### src/rtl/rf_param.sv
// ---------------------------------------------------------------------------
// rf_param - parametrised register file with two write ports and a
// per-register load-pending scoreboard.
//
// Decode reads operands and issues loads; writeback returns ALU results on
// port A and load data on port B.  A pending bit per register lets decode
// stall on outstanding loads.
//
// Ports:
//   clk, rst_n              clock (rising edge), async active-low reset
//   rd_addr / rd_data       NREAD combinational read ports, packed by port
//   rd_pending              per read port: addressed register awaits a load
//   wa_en/wa_addr/wa_data   write port A (ALU writeback)
//   wb_en/wb_addr/wb_data   write port B (load return, clears pending)
//   issue_en/issue_addr     mark a register pending for a new load
//   issue_stall             issue refused, target still pending
//   hazard_err              sticky: port A wrote a register awaiting a load
// ---------------------------------------------------------------------------
module rf_param #(
   parameter int unsigned  WIDTH    = 16,
   parameter int unsigned  DEPTH    = 8,
   parameter int unsigned  NREAD    = 2,
   parameter bit           ZERO_REG = 1'b0,
   parameter bit           BYPASS   = 1'b1,
   localparam int unsigned AW       = $clog2(DEPTH)
) (
   input  logic                   clk,
   input  logic                   rst_n,
   input  logic [NREAD*AW-1:0]    rd_addr,
   output logic [NREAD*WIDTH-1:0] rd_data,
   output logic [NREAD-1:0]       rd_pending,
   input  logic                   wa_en,
   input  logic [AW-1:0]          wa_addr,
   input  logic [WIDTH-1:0]       wa_data,
   input  logic                   wb_en,
   input  logic [AW-1:0]          wb_addr,
   input  logic [WIDTH-1:0]       wb_data,
   input  logic                   issue_en,
   input  logic [AW-1:0]          issue_addr,
   output logic                   issue_stall,
   output logic                   hazard_err
);

   logic [WIDTH-1:0] regs_q [DEPTH];
   logic [WIDTH-1:0] regs_d [DEPTH];
   logic [DEPTH-1:0] pending_q;
   logic [DEPTH-1:0] pending_d;
   logic             hazard_q;
   logic             hazard_d;

   logic             wb_hits_issue_s;
   logic             wb_hits_wa_s;
   logic             issue_stall_s;
   logic             issue_set_s;
   logic [AW-1:0]    ra_s [NREAD];

   // Issue qualification: a load returning to the same register this cycle
   // frees it, so the new issue may take ownership without stalling.
   always_comb begin
      wb_hits_issue_s = wb_en && (wb_addr == issue_addr);
      wb_hits_wa_s    = wb_en && (wb_addr == wa_addr);
      issue_stall_s   = issue_en && pending_q[issue_addr] && !wb_hits_issue_s;
      // An issue to the hard-wired zero register is accepted but tracks nothing.
      issue_set_s     = issue_en && !issue_stall_s &&
                        !(ZERO_REG && (issue_addr == {AW{1'b0}}));
   end

   // Next-state for storage, scoreboard and sticky hazard flag.
   always_comb begin
      regs_d    = regs_q;
      pending_d = pending_q;
      for (int unsigned r = 0; r < DEPTH; r++) begin
         if (ZERO_REG && (r == 32'd0)) begin
            regs_d[r]    = {WIDTH{1'b0}};
            pending_d[r] = 1'b0;
         end else begin
            // Port B has priority over port A on an address collision.
            if (wb_en && (wb_addr == AW'(r))) begin
               regs_d[r] = wb_data;
            end else if (wa_en && (wa_addr == AW'(r))) begin
               regs_d[r] = wa_data;
            end else begin
               regs_d[r] = regs_q[r];
            end
            // A new issue wins over a same-cycle clear: the new load owns it.
            if (issue_set_s && (issue_addr == AW'(r))) begin
               pending_d[r] = 1'b1;
            end else if (wb_en && (wb_addr == AW'(r))) begin
               pending_d[r] = 1'b0;
            end else begin
               pending_d[r] = pending_q[r];
            end
         end
      end
      if (wa_en && pending_q[wa_addr] && !wb_hits_wa_s) begin
         hazard_d = 1'b1;
      end else begin
         hazard_d = hazard_q;
      end
   end

   // State registers with asynchronous clear.
   always_ff @(posedge clk or negedge rst_n) begin
      if (!rst_n) begin
         for (int unsigned r = 0; r < DEPTH; r++) begin
            regs_q[r] <= {WIDTH{1'b0}};
         end
         pending_q <= {DEPTH{1'b0}};
         hazard_q  <= 1'b0;
      end else begin
         regs_q    <= regs_d;
         pending_q <= pending_d;
         hazard_q  <= hazard_d;
      end
   end

   // Unpack the read address bus into one address per port.
   always_comb begin
      for (int unsigned i = 0; i < NREAD; i++) begin
         ra_s[i] = rd_addr[i*AW +: AW];
      end
   end

   // Combinational read ports with optional write-through forwarding.
   always_comb begin
      rd_data    = {(NREAD*WIDTH){1'b0}};
      rd_pending = {NREAD{1'b0}};
      for (int unsigned i = 0; i < NREAD; i++) begin
         // Reset gating keeps bypassed write data off the outputs during reset.
         if (!rst_n) begin
            rd_data[i*WIDTH +: WIDTH] = {WIDTH{1'b0}};
            rd_pending[i]             = 1'b0;
         end else if (ZERO_REG && (ra_s[i] == {AW{1'b0}})) begin
            rd_data[i*WIDTH +: WIDTH] = {WIDTH{1'b0}};
            rd_pending[i]             = 1'b0;
         end else if (BYPASS && wb_en && (wb_addr == ra_s[i])) begin
            // Returning load data is visible now and the register is no
            // longer waiting for it.
            rd_data[i*WIDTH +: WIDTH] = wb_data;
            rd_pending[i]             = 1'b0;
         end else if (BYPASS && wa_en && (wa_addr == ra_s[i])) begin
            rd_data[i*WIDTH +: WIDTH] = wa_data;
            rd_pending[i]             = pending_q[ra_s[i]];
         end else begin
            rd_data[i*WIDTH +: WIDTH] = regs_q[ra_s[i]];
            rd_pending[i]             = pending_q[ra_s[i]];
         end
      end
   end

   // Stall is forced low in reset so decode never sees a stale refusal.
   always_comb begin
      issue_stall = rst_n && issue_stall_s;
      hazard_err  = hazard_q;
   end

endmodule

### config.mk
export PLATFORM = sky130hd
export DESIGN_NAME = rf_param
export DESIGN_NICKNAME = d
export VERILOG_FILES = /design/src/rtl/rf_param.sv
export SDC_FILE = /design/constraint.sdc
export NUM_CORES = 1
export LEC_CHECK = 0
export ABC_AREA = 1
export CORE_MARGIN = 4
export CORE_UTILIZATION = 40
export DETAILED_ROUTE_END_ITERATION = 10
export PLACE_DENSITY = 0.59
export SLEW_MARGIN = 20
export SYNTH_ARGS = -nofsm -noshare
export SYNTH_HDL_FRONTEND = slang
export SYNTH_SLANG_ARGS = --single-unit
### constraint.sdc
create_clock -name clk -period 4.3 [get_ports clk]
set_input_delay 0.645 -clock clk [delete_from_list [all_inputs] [get_ports clk]]
set_output_delay 0.645 -clock clk [all_outputs]
set_load 0.02 [all_outputs]
==> impl_results.md, run 1 <==
- Status: complete, no violations
- Hold-fix buffers, CTS: 0
- Post-Syn Area: 10,500 um^2
- Syn-to-layout area delta: 15.39%
- Fin. Hold Viols: 0
- FFs w/ async S/R, synth: 1.000
- Placed wire-length estimate: 30,470 um
- Port Buf Inserts: 87
- Synth Instances: 1,702
- Cells along the critical path: clkdlybuf4s50_1, xor2_1, nor2_4, nand2_2, nand3_1, a21oi_1, clkdlybuf4s50_1
- EDFF count, synth: 0
- FP Rows: 59
- Longest Clk Path Bufs: 2
- Non-Filler Instances: a little over 2,000
- Drt total wl: 49,120 um
- Clock-pin transition on the worst setup and hold timing paths: 0.07 ns
- Fin nets: 1,782
- Worst-margin pin slew: 1.233 ns
- Pin count of the biggest net entering global routing: 46
- Endpoints failing setup: 0
- Clock group share of total power: 0.330
- Antenna cell count: 0
- Fillers: 2,707
- Drt wl/cell: 23.64 um
- Seq cells post-synth: 137
- Top_reg_cell synth: dfrtp_1
- Most common cell after layout, fill and taps aside: nand2_1
- Post-synth net total: 1,754
- Maximum net fanout on the critical path: 16
- Vias in the first global route: 11,750
- Maximum vdd drop: approximately 0.00022 V
- Switching share of total power: 0.3672
- Worst Hold Class: in2async
- Setup CP Type: in2out
- Seq/Total Area, Yosys: 0.3267
- Finished Cell Area: between 10,000 and 15,000 um^2
- Worst slew margin: 0.1763
- Worst-Skew Late Latency: 0.43 ns
- Critical Path Slowest Stage Cell: clkdlybuf4s50_1
- CTS root buf: clkbuf_16
- H-Tree Depth: 4
- Top cells by area, synth: dfrtp_1, nand2_1, nand3_1
- Post-synth top area cell: dfrtp_1
- First-pass GRT wire length: between 70,000 and 80,000 um
- Leak: 6.119 nW
- RSZ-0062 raised after global routing: false
- Total core area: 25,910 um^2
- Die ar.: 28,890 um^2
- All-layer global routing usage: 0.3373
- Total overflow reported by the global router: 0
- Max-capacitance violation count: 0
- Setup TNS: 0 ns
- Post-layout util: 0.4674
- Antenna violations before repair: 0
- Max-slew violation count: 0
- Starting DRT DRC Count: 2,044
- Clk sinks: approximately 140
- DP Area: 11,500 um^2
- Critical path's most frequent cell: clkdlybuf4s50_1
- Crit-path max cell delay: ~0.73 ns
- Part of the cycle the worst path needs: 0.9436
- Switching pwr: 0.001743 W
- Vias/cell: 6.047
- Die Wd: 170.0 um
- Max frequency: 0.2465 GHz
- Most frequent cells in the layout: nand2_1, nand3_1, dfrtp_1, o21ai_0, clkdlybuf4s50_1
- PwrDens: 391.8 nW/um^2
- Post-synth top area share: 0.3267
- Clk_skew: 0.006245 ns
- Critical Path Start Type: input pin
- Setup bufs post-CTS: 0
- Layout cells sized above 1: 0.08090
- Sequential Area: 3428 um^2
- Placed insts: 2,046
- Post-route ant nets: 0
- Ports: 88
- Pint: 0.003003 W
- CP arrival: roughly 3.4 ns
- Area occupied by multi-input gates: 6060 um^2
- Num CTS Buffers: 17
- Seq pwr share: 0.377
- Critical Path Sink Type: primary output
- Final min period: 4.057 ns
- Residual DRC: 0
- First-pass DRT Iterations: 7
- Chip Height: between 150 and 200 um
- Initial Util: 0.4050
- Resized cells post-CTS: 0
- Critical Path RT: approximately 3.7 ns
- Vias: 12,565
- Yosys warns: 0
- TritonCTS clock tree: built
- Syn Area/Cell: 6.166 um^2
- Gate power share: 0.293
- Synth cell types: 34
- Gpl congestion: 0.9539
[critical path, delay by kind of cell]
family | cells | cell delay, ns
AND/OR/NAND/NOR | 3 | 0.62
buffers and inverters | 2 | 1.43
XOR/XNOR | 1 | 0.29
AO/OA/AOI/OAI | 1 | 0.42
[power groups by stage]
stage	Sequential [W]	Combinational, W	Clock (W)
after floorplan	0.00174	0.000892	0
after global placement	0.00180	0.00134	0
final	0.00179	0.00139	0.00157
after global routing	0.00182	0.00153	0.00163
after detailed placement	0.00180	0.00136	0
after CTS	0.00178	0.00136	0.00157
[final timing paths]
| path | from | to | slack (ns) | cells after the start |
|---|---|---|---|---|
| hold reg to reg | hazard_err | hazard_err | 0.48 | 2 |
| min in group clk | hazard_err | hazard_err | 0.48 | 2 |
| setup reg to reg | pending_q[7] | pending_q[3] | 3.01 | 9 |
| hold / removal | rst_n | regs_q[41] | 0.03 | 1 |
| max in group asynchronous | rst_n | regs_q[117] | 3.19 | 3 |
| setup / recovery | wa_addr[0] | rd_data[22] | 0.24 | 7 |
[state kept, by name (all words and copies together), names as in the netlist]
register / flops
regs_q: 128
pending_q: 8
hazard_err: 1
[synth_stat cells, drive strengths merged, types with 2 or more instances]
| cell type | count |
|---|---|
| a21oi | 48 |
| buf | 80 |
| clkbuf | 43 |
| dfrtp | 137 |
| inv | 97 |
| nand2 | 780 |
| nand3 | 235 |
| nand4 | 3 |
| nor2 | 32 |
| nor3 | 3 |
| o21ai | 180 |
| o21bai | 16 |
| o221ai | 42 |
| xor2 | 2 |
[layout make-up]
class | count | share of cell area
sequential | 137 | 0.2831
multi-input combinational | 1344 | 0.5004
clock buffer | 20 | 0.03771
tap | 335 | 0.03461
inverter | 98 | 0.03058
timing repair buffer | 132 | 0.1014
clock inverter | 12 | 0.01229
[stage by stage]
stage	hold slack [ns]	power [W]	worst slack [ns]
floorplan	0.3494	0.002630	1.749
global placement	0.4582	0.003136	0.3467
detailed placement	0.4595	0.003152	0.3330
CTS	0.02710	0.004712	0.3179
global route	0.02787	0.004978	0.1927
finish	0.03338	0.004745	0.2425
[layer usage]
metal | share of wire | wire length (um) | vias to the layer above | track usage
li1 | - | - | 5608 | -
met1 | 0.39 | 19330 | 5815 | 0.4646
met2 | 0.42 | 20560 | 957 | 0.4930
met3 | 0.13 | 6513 | 185 | 0.08873
met4 | 0.055 | 2710 | 0 | 0.1615
met5 | 0 | 0 | - | 0
[logic make-up (layout without fill, tap and decap cells)]
family	count (synthesis)	in the layout	share of synthesized area
and+or+nand+nor	1054	1054	0.4148
AOI/OAI and AO/OA	287	287	0.1601
buffers and inverters	221	262	0.09597
DFF	137	137	0.3267
xor gates and xnor gates	3	3	0.002504
Note: power is estimated with default switching activity, not from simulation.
==> inputs of run 2 (changes only) <==
Settings changed: CTS_CLUSTER_DIAMETER set to 60.
==> results of run 2 <==
Final layout, timing and power as in run 1 (identical DEF).
